### src/rtl/boolean_sweep_ctrl_if.sv
// boolean_sweep_ctrl_if: host and evaluator signals of the boolean sweep sequencer.
interface boolean_sweep_ctrl_if;
  logic        start;
  logic        abort;
  logic [15:0] exp_f1;
  logic [15:0] exp_f2;
  logic        eval_f1;
  logic        eval_f2;
  logic [3:0]  eval_abcd;
  logic [3:0]  eval_wxyz;
  logic        busy;
  logic        done;
  logic [15:0] tt_f1;
  logic [15:0] tt_f2;
  logic [4:0]  err_cnt;
  logic [3:0]  first_fail_idx;
  logic        pass;
  logic        fail;
  modport slave (
    input  start, abort, exp_f1, exp_f2, eval_f1, eval_f2,
    output eval_abcd, eval_wxyz, busy, done, tt_f1, tt_f2, err_cnt, first_fail_idx, pass, fail
  );
  modport master (
    output start, abort, exp_f1, exp_f2, eval_f1, eval_f2,
    input  eval_abcd, eval_wxyz, busy, done, tt_f1, tt_f2, err_cnt, first_fail_idx, pass, fail
  );
endinterface

### src/rtl/boolean_sweep_ctrl.sv
// boolean_sweep_ctrl: sweeps a 4-input evaluator over all 16 indices and grades both truth tables.
module boolean_sweep_ctrl #(
  parameter int EVAL_LAT = 0
) (
  input logic                  clk,
  input logic                  rst_n,
  boolean_sweep_ctrl_if.slave  bus
);
  typedef enum logic [1:0] {IDLE, RUN, DONE} state_t;
  localparam logic [2:0] LAT = 3'(EVAL_LAT);
  state_t      state, state_n;
  logic [3:0]  idx, ff_idx;
  logic [2:0]  wait_cnt;
  logic [15:0] exp1, exp2, tt1, tt2;
  logic [4:0]  err;
  logic        pass_r, fail_r, cap, miss, go;
  always_ff @(posedge clk or negedge rst_n)
    if (!rst_n) state <= IDLE;
    else        state <= state_n;
  // cap marks the one cycle per index where the evaluator result is settled
  always_comb begin
    go      = state == IDLE && bus.start;
    cap     = state == RUN && !bus.abort && wait_cnt == LAT;
    miss    = bus.eval_f1 != exp1[idx] || bus.eval_f2 != exp2[idx];
    state_n = state == IDLE ? (bus.start ? RUN : IDLE) :
              state == RUN  ? (bus.abort ? IDLE : (cap && idx == 4'd15) ? DONE : RUN) :
              IDLE;
  end
  always_ff @(posedge clk or negedge rst_n) begin
    if (!rst_n) begin
      idx      <= '0;
      wait_cnt <= '0;
      exp1     <= '0;
      exp2     <= '0;
      tt1      <= '0;
      tt2      <= '0;
      err      <= '0;
      ff_idx   <= '0;
      pass_r   <= 1'b0;
      fail_r   <= 1'b0;
    end else if (go) begin
      idx      <= '0;
      wait_cnt <= '0;
      exp1     <= bus.exp_f1;
      exp2     <= bus.exp_f2;
      tt1      <= '0;
      tt2      <= '0;
      err      <= '0;
      ff_idx   <= '0;
      pass_r   <= 1'b0;
      fail_r   <= 1'b0;
    end else if (cap) begin
      tt1[idx] <= bus.eval_f1;
      tt2[idx] <= bus.eval_f2;
      if (miss) err <= err + 5'd1;
      if (miss && err == 5'd0) ff_idx <= idx;
      if (idx != 4'd15) idx <= idx + 4'd1;
      wait_cnt <= '0;
    end else if (state == RUN) begin
      wait_cnt <= wait_cnt + 3'd1;
    end else if (state == DONE) begin
      pass_r <= err == 5'd0;
      fail_r <= err != 5'd0;
    end
  end
  assign bus.eval_abcd      = idx;
  assign bus.eval_wxyz      = idx;
  assign bus.busy           = state != IDLE;
  assign bus.done           = state == DONE;
  assign bus.tt_f1          = tt1;
  assign bus.tt_f2          = tt2;
  assign bus.err_cnt        = err;
  assign bus.first_fail_idx = ff_idx;
  assign bus.pass           = pass_r;
  assign bus.fail           = fail_r;
endmodule
### src/flat_wrapper.sv
// flat-port wrapper written by rule: the top's interface ports become plain ports
module boolean_sweep_ctrl_flat 
#(
  parameter int EVAL_LAT = 0
)
  (clk, rst_n, bus_start, bus_abort, bus_exp_f1, bus_exp_f2, bus_eval_f1, bus_eval_f2, bus_eval_abcd, bus_eval_wxyz, bus_busy, bus_done, bus_tt_f1, bus_tt_f2, bus_err_cnt, bus_first_fail_idx, bus_pass, bus_fail);
  boolean_sweep_ctrl_if bus_i ();
  input logic clk;
  input logic rst_n;
  input wire logic [$bits(bus_i.start)-1:0] bus_start;
  input wire logic [$bits(bus_i.abort)-1:0] bus_abort;
  input wire logic [$bits(bus_i.exp_f1)-1:0] bus_exp_f1;
  input wire logic [$bits(bus_i.exp_f2)-1:0] bus_exp_f2;
  input wire logic [$bits(bus_i.eval_f1)-1:0] bus_eval_f1;
  input wire logic [$bits(bus_i.eval_f2)-1:0] bus_eval_f2;
  output wire logic [$bits(bus_i.eval_abcd)-1:0] bus_eval_abcd;
  output wire logic [$bits(bus_i.eval_wxyz)-1:0] bus_eval_wxyz;
  output wire logic [$bits(bus_i.busy)-1:0] bus_busy;
  output wire logic [$bits(bus_i.done)-1:0] bus_done;
  output wire logic [$bits(bus_i.tt_f1)-1:0] bus_tt_f1;
  output wire logic [$bits(bus_i.tt_f2)-1:0] bus_tt_f2;
  output wire logic [$bits(bus_i.err_cnt)-1:0] bus_err_cnt;
  output wire logic [$bits(bus_i.first_fail_idx)-1:0] bus_first_fail_idx;
  output wire logic [$bits(bus_i.pass)-1:0] bus_pass;
  output wire logic [$bits(bus_i.fail)-1:0] bus_fail;
  assign bus_i.start = bus_start;
  assign bus_i.abort = bus_abort;
  assign bus_i.exp_f1 = bus_exp_f1;
  assign bus_i.exp_f2 = bus_exp_f2;
  assign bus_i.eval_f1 = bus_eval_f1;
  assign bus_i.eval_f2 = bus_eval_f2;
  assign bus_eval_abcd = bus_i.eval_abcd;
  assign bus_eval_wxyz = bus_i.eval_wxyz;
  assign bus_busy = bus_i.busy;
  assign bus_done = bus_i.done;
  assign bus_tt_f1 = bus_i.tt_f1;
  assign bus_tt_f2 = bus_i.tt_f2;
  assign bus_err_cnt = bus_i.err_cnt;
  assign bus_first_fail_idx = bus_i.first_fail_idx;
  assign bus_pass = bus_i.pass;
  assign bus_fail = bus_i.fail;
  boolean_sweep_ctrl #(.EVAL_LAT(EVAL_LAT)) u_core (.clk(clk), .rst_n(rst_n), .bus(bus_i));
endmodule
### config.mk
export PLATFORM = sky130hd
export DESIGN_NAME = boolean_sweep_ctrl_flat
export DESIGN_NICKNAME = d
export VERILOG_FILES = /design/src/rtl/boolean_sweep_ctrl_if.sv /design/src/rtl/boolean_sweep_ctrl.sv /design/src/flat_wrapper.sv
export SDC_FILE = /design/constraint.sdc
export NUM_CORES = 1
export LEC_CHECK = 0
export BUFFER_PORTS_ARGS = -buffer_cell sky130_fd_sc_hd__buf_2
export CORE_MARGIN = 2
export CORE_UTILIZATION = 30
export DETAILED_ROUTE_END_ITERATION = 8
export SYNTH_ARGS = -nofsm -noshare
export SYNTH_HDL_FRONTEND = slang
export SYNTH_SLANG_ARGS = --single-unit
### constraint.sdc
create_clock -name clk -period 3.7 [get_ports clk]
set_input_delay 0.37 -clock clk [delete_from_list [all_inputs] [get_ports clk]]
set_output_delay 0.37 -clock clk [all_outputs]
set_load 0.02 [all_outputs]
; ---- After elaboration in Yosys (flattened, before gate mapping)
; Index checks and enable logic that the tools add are counted.
[word_totals]
inputBits = 38
output_inout_bits = 53
word_cells = 84
ff_bits = 84
[op_classes]
mux = 37
n_addsub = 3
order_cmp = 2
n_eq_ne = 8
n_reduce_logical = 23
[ops]
columns = operator, count
row1 = 16-bit two-way mux, 4
row2 = 16-bit bitwise mux, 2
row3 = 4-bit two-way mux, 6
row4 = 5-bit two-way mux, 3
row5 = 1-bit two-way mux, 12
row6 = 2-bit nonzero test, 6
row7 = 3-bit two-way mux, 3
row8 = 1-bit binary-select mux with 4-bit select, 2
row9 = 2-bit two-way mux, 4
row10 = 1-bit logical AND, 6
row11 = 2-bit AND reduction, 3
row12 = "5-bit by 1-bit adder with 5-bit output, second input constant", 1
row13 = 5-bit logical NOT, 1
row14 = "4-bit by 5-bit < comparator with 1-bit output, second input constant", 1
row15 = 5-bit nonzero test, 1
row16 = "4-bit by 1-bit adder with 4-bit output, second input constant", 1
row17 = 1-bit demux with 4-bit select, 1
row18 = "4-bit equality test, second input constant", 1
row19 = "4-bit by 1-bit greater-or-equal comparator with 1-bit output, second input constant", 1
row20 = "4-bit != test, second input constant", 1
row21 = "3-bit by 1-bit adder with 3-bit output, second input constant", 1
row22 = 3-bit logical NOT, 1
row23 = 3-bit AND reduction, 1
row24 = 3-bit nonzero test, 1
row25 = 8 further kinds, 9

; ---- Logic depth before layout (Yosys ltp)
[depth]
depth_word = 8
mapped_depth = 9
ltp_nobuf = 7

; ---- Worst setup path before layout
; OpenSTA, ideal clock, no wires.
[synth_path]
path_type = register to register
from = reg u_core.idx[1], in the netlist u_core.bus.eval_abcd[1]
to = reg u_core.err[1], in the netlist u_core.bus.err_cnt[1]
path_stages_with_launch = 7
path_buffers = 0
t_arrival_ns = 2.388
t_required_ns = 3.572
slack_ns = 1.184
setup_time_ns = 0.128
period_less_slack_ns = 2.516
cell_sequence = dfrtp_1 mux4_1 mux2_2 a22oi_2 xnor2_1 o21ai_2 mux2_1
[synth_between]
elab_chain_len = 6
word_cells_on_any_way = 9
classes_between = 2 x eq/ne / 4 x mux / 3 x reduce/logical
[synth_rtl]
columns = element, line
row1 = "start, declared", boolean_sweep_ctrl.sv:12  ; logic [3:0] idx, ff_idx;
row2 = "start signal, assigned", boolean_sweep_ctrl.sv:57  ; if (idx != 4'd15) idx <= idx + 4'd1;
row3 = 1-bit binary-select mux with 4-bit select, boolean_sweep_ctrl.sv:24  ; miss = bus.eval_f1 != exp1[idx] || bus.eval_f2 != exp2[idx];
row4 = 1-bit two-way mux (not written as such), boolean_sweep_ctrl.sv:24
row5 = 1-bit != test, boolean_sweep_ctrl.sv:24
row6 = 1-bit logical OR (*), boolean_sweep_ctrl.sv:24
row7 = 2-bit nonzero test (no line) (*), --
row8 = 2-bit AND reduction (no line) (*), --
row9 = "end signal, assigned", boolean_sweep_ctrl.sv:55  ; if (miss) err <= err + 5'd1;
row10 = "end, declared", boolean_sweep_ctrl.sv:15  ; logic [4:0] err;
; Every way passes the cells marked *; elsewhere a longest branch is shown, timed or not. The select of a mux whose other input is x is not followed.
; A chain may end at the register's enable or synchronous reset.

; ---- Final worst setup path
; Ends and elaborated chain as after synthesis.

==> metrics.txt <==
# TYPE chip_impl_metric gauge
chip_impl_info{name="run_status",value="finished, final reports clean"} 1
chip_impl_metric{name="routed-wl-met3",unit="um"} 407
chip_impl_metric{name="drtIter0Drc",unit=""} 145
chip_impl_metric{name="finalCriticalPeriod",unit="ps"} 2960
chip_impl_metric{name="drive_gt1_share",unit="%"} 24.8
chip_impl_metric{name="grt.overflow.total",unit=""} 0
chip_impl_info{name="cp-end-kind",value="register"} 1
chip_impl_metric{name="die_h",unit="um"} 120
chip_impl_metric{name="clock_buffers_created_by_tritoncts",unit=""} 9
chip_impl_metric{name="cts_sinks",unit=""} 84
chip_impl_metric{name="ant_nets",unit=""} 0
chip_impl_metric{name="netlist_instances",unit=""} 407
chip_impl_metric{name="path_clk_slew",unit="ps"} 60
chip_impl_metric{name="initial_core_util",unit="%"} 30.7
chip_impl_metric{name="final.period_utilization",unit="%"} 80.0
chip_impl_info{name="layout.cells.most_common_list",value="111 x sky130_fd_sc_hd__nand2_1, 89 x sky130_fd_sc_hd__buf_2, 84 x sky130_fd_sc_hd__dfrtp_1"} 1
chip_impl_metric{name="reg2reg_slack",unit="ps"} 740
chip_impl_metric{name="worst_slack",unit="ps"} 741
chip_impl_metric{name="core_area",unit="um2"} 13200
chip_impl_metric{name="grt_start_max_net_pins",unit=""} 85
chip_impl_info{name="topRoutingLayerUsed",value="met4"} 1
chip_impl_metric{name="crit_fanout",unit=""} 17
chip_impl_metric{name="timing.hold.ws",unit="ps"} 218
chip_impl_metric{name="setup-tns-final",unit="ps"} 0
chip_impl_metric{name="slew-limit-headroom",unit="%"} 27.6
chip_impl_metric{name="synth.cell_area",unit="um2"} 4070
chip_impl_metric{name="place_hpwl",unit="mm"} 6.95
chip_impl_metric{name="final_cells",unit=""} 664
chip_impl_metric{name="maxClockFrequency",unit="GHz"} 0.338
chip_impl_metric{name="finalWirelength",unit="mm"} 10.0
chip_impl_metric{name="buffer_count_from_post_cts_setup_fixing",unit=""} 0
chip_impl_metric{name="power.density",unit="nW/um2"} 546
chip_impl_info{name="grt_setup_unrepaired",value="no"} 1
chip_impl_metric{name="dr_wl_met2",unit="mm"} 4.74
chip_impl_info{name="crit_type",value="reg -> reg"} 1
chip_impl_metric{name="final_hold_viol_count",unit=""} 0
chip_impl_info{name="cp-start-kind",value="register"} 1
chip_impl_metric{name="ys_seq_area_share",unit="%"} 51.6
chip_impl_metric{name="cts_max_level",unit=""} 3
chip_impl_metric{name="final_nets",unit=""} 529
chip_impl_metric{name="synthArstFlopShare",unit="%"} 100
chip_impl_metric{name="num_vias",unit=""} 3078
chip_impl_metric{name="global_route_wire_length_before_repair",unit="mm"} 16.5
chip_impl_metric{name="finish.utilization",unit="%"} 37.6
chip_impl_metric{name="crit_arrival",unit="ps"} 3170
chip_impl_metric{name="setup_viol",unit=""} 0
chip_impl_metric{name="worst_slew_pin_slew",unit="ps"} 1090
chip_impl_info{name="tritoncts",value="done"} 1
chip_impl_info{name="ys_dominant_reg_cell",value="sky130_fd_sc_hd__dfrtp_1"} 1
chip_impl_metric{name="grt_use_total",unit="%"} 14.6
chip_impl_metric{name="max_cap_violations",unit=""} 0
chip_impl_metric{name="pre_cts_slack",unit="ps"} 720
chip_impl_info{name="mostFrequentLayoutCell",value="sky130_fd_sc_hd__nand2_1"} 1
chip_impl_info{name="critical_path.slowest_cell",value="sky130_fd_sc_hd__dfrtp_1"} 1
chip_impl_metric{name="num_io_pins",unit=""} 91
chip_impl_metric{name="drc_errors",unit=""} 0
chip_impl_metric{name="worst_ir_drop_vdd",unit="mV"} 0.208
chip_impl_metric{name="routed_wire_length_per_instance",unit="um"} 15.1
chip_impl_metric{name="post_synth_num_cell_types",unit=""} 46
chip_impl_metric{name="grt_antenna_before_repair",unit=""} 0
chip_impl_metric{name="required",unit="ps"} 3920
chip_impl_metric{name="floorplan.die_area",unit="um2"} 14500
chip_impl_metric{name="post_cts_resize_count",unit=""} 0
chip_impl_metric{name="timing.clock.skew",unit="ps"} 8.51
chip_impl_metric{name="ctsHoldBuffers",unit=""} 0
chip_impl_metric{name="gp_congestion",unit=""} 0.709
chip_impl_metric{name="synth.ff_latch_count",unit=""} 84
chip_impl_metric{name="yosysWarningCount",unit=""} 0
chip_impl_metric{name="delay_contributed_by_the_slowest_stage_of_the_critical_path",unit="ps"} 820
chip_impl_metric{name="area.growth.synth_to_final",unit="%"} 22.3
chip_impl_metric{name="dp_cells",unit=""} 648
chip_impl_metric{name="placement_rows",unit=""} 42
chip_impl_info{name="critical_path_cell_by_cell",value="mux4_1 -> mux2_2 -> a22oi_2 -> xnor2_1 -> o21ai_2 -> mux2_1"} 1
chip_impl_metric{name="horizontal_extent_of_the_die",unit="um"} 120
chip_impl_metric{name="postSynthAreaPerCell",unit="um2"} 10.0
chip_impl_metric{name="timing_max_transition_violations_final",unit=""} 0
chip_impl_metric{name="clk_latency",unit="ps"} 340
chip_impl_metric{name="first_global_vias",unit=""} 3238
chip_impl_info{name="worst_hold_path_type",value="in -> async"} 1
chip_impl_metric{name="post_drt_via_cell_ratio",unit=""} 4.64
chip_impl_metric{name="leakagePower",unit="uW"} 0.00280
chip_impl_metric{name="syn-num-nets",unit=""} 453
chip_impl_metric{name="synth_enable_flop_cells",unit=""} 0
chip_impl_info{name="clock_root_cell",value="sky130_fd_sc_hd__clkbuf_16"} 1
chip_impl_metric{name="drtPass1Iterations",unit=""} 4
chip_impl_metric{name="clk_path_buf_depth",unit=""} 2
chip_impl_metric{name="routedLengthMet1",unit="mm"} 4.75
chip_impl_metric{name="portBuffers",unit=""} 90
## area by class of cell
class	count	area, um2
Tap cell	176	220
Fill cell	1383	8260
Antenna cell	1	2.50
Clock buffer	10	239
Sequential cell	84	2100
Multi-Input combinational cell	288	1820
Timing Repair Buffer	92	468
Inverter	8	30.0
Clock inverter	5	100
## through the flow
stage	area (um2)	total power (uW)
2_1_floorplan	4070	1550
3_3_place_gp	4640	1700
3_5_place_dp	4640	1720
4_1_cts	4980	2750
5_1_grt	4980	2870
6_report	4980	2720
## synth_stat cells, types with 2 or more instances
library cell                number  area (um2)
sky130_fd_sc_hd__nand2_1       111         417
sky130_fd_sc_hd__dfrtp_1        84        2100
sky130_fd_sc_hd__mux2i_1        45         450
sky130_fd_sc_hd__nor2_1         44         165
sky130_fd_sc_hd__clkbuf_1       18        67.6
sky130_fd_sc_hd__nand3_1        17        85.1
sky130_fd_sc_hd__ha_1            8         100
sky130_fd_sc_hd__inv_1           8        30.0
sky130_fd_sc_hd__nand4_1         5        31.3
sky130_fd_sc_hd__a21oi_1         4        20.0
sky130_fd_sc_hd__and3_1          4        25.0
sky130_fd_sc_hd__buf_4           4        30.0
sky130_fd_sc_hd__nor3_1          4        20.0
sky130_fd_sc_hd__mux4_1          3        78.8
sky130_fd_sc_hd__mux4_2          3        67.6
sky130_fd_sc_hd__nand2b_1        3        18.8
sky130_fd_sc_hd__nor2b_1         3        18.8
sky130_fd_sc_hd__o21ai_0         3        15.0
sky130_fd_sc_hd__a22o_1          2        17.5
sky130_fd_sc_hd__a2bb2oi_1       2        17.5
sky130_fd_sc_hd__buf_1           2        7.51
sky130_fd_sc_hd__buf_2           2        10.0
sky130_fd_sc_hd__mux2_2          2        22.5
sky130_fd_sc_hd__nand3b_1        2        15.0
sky130_fd_sc_hd__o21bai_1        2        15.0
sky130_fd_sc_hd__xnor2_1         2        17.5
## state kept, by name, indices dropped and copies added (netlist names)
name / cells
u_core.bus.err_cnt: 5
u_core.bus.eval_abcd: 4
u_core.bus.fail: 1
u_core.bus.first_fail_idx: 4
u_core.bus.pass: 1
u_core.bus.tt_f1: 16
u_core.bus.tt_f2: 16
u_core.exp1: 16
u_core.exp2: 16
u_core.state: 2
u_core.wait_cnt: 3
## worst paths after layout
kind,cells after the start,endpoint,from
setup / recovery,6,u_core.bus.err_cnt[1]$_DFFE_PN0P_,u_core.bus.eval_abcd[1]$_DFFE_PN0P_
hold / removal,1,u_core.exp1[11]$_DFFE_PN0N_,rst_n
setup reg to reg,6,u_core.bus.err_cnt[1]$_DFFE_PN0P_,u_core.bus.eval_abcd[1]$_DFFE_PN0P_
hold reg to reg,2,u_core.exp1[13]$_DFFE_PN0N_,u_core.exp1[13]$_DFFE_PN0N_
max in group asynchronous,1,u_core.bus.tt_f2[5]$_DFFE_PN0P_,rst_n
min in group clk,3,u_core.exp2[11]$_DFFE_PN0N_,bus_exp_f2[11]
## kinds of logic after synthesis
logic type | count (synthesis) | share of synthesized area [%]
simple gates | 198 | 20.5
flops | 84 | 51.6
mux | 55 | 15.9
buf+inv | 35 | 3.84
compound gates | 24 | 4.92
fa+ha+maj | 8 | 2.46
xor+xnor | 3 | 0.830
## where the power goes
group	switching, uW	internal [uW]
logic	330	236
clock network	350	671
registers	101	1030
total	781	1940
## metal layers
metal	vias to the layer above	track usage [%]
li1	1509	-
met1	1499	19.3
met2	59	23.8
met3	11	3.58
met4	0	4.14
met5	-	0
## worst max-delay path: cells and delay by family (launching register included)
kind | cells | cell delay [ps]
muxes | 3 | 1270
AOI/OAI and AO/OA | 2 | 540
xor gates and xnor gates | 1 | 210
DFF | 1 | 820
Note: power is estimated with default switching activity, not from simulation.
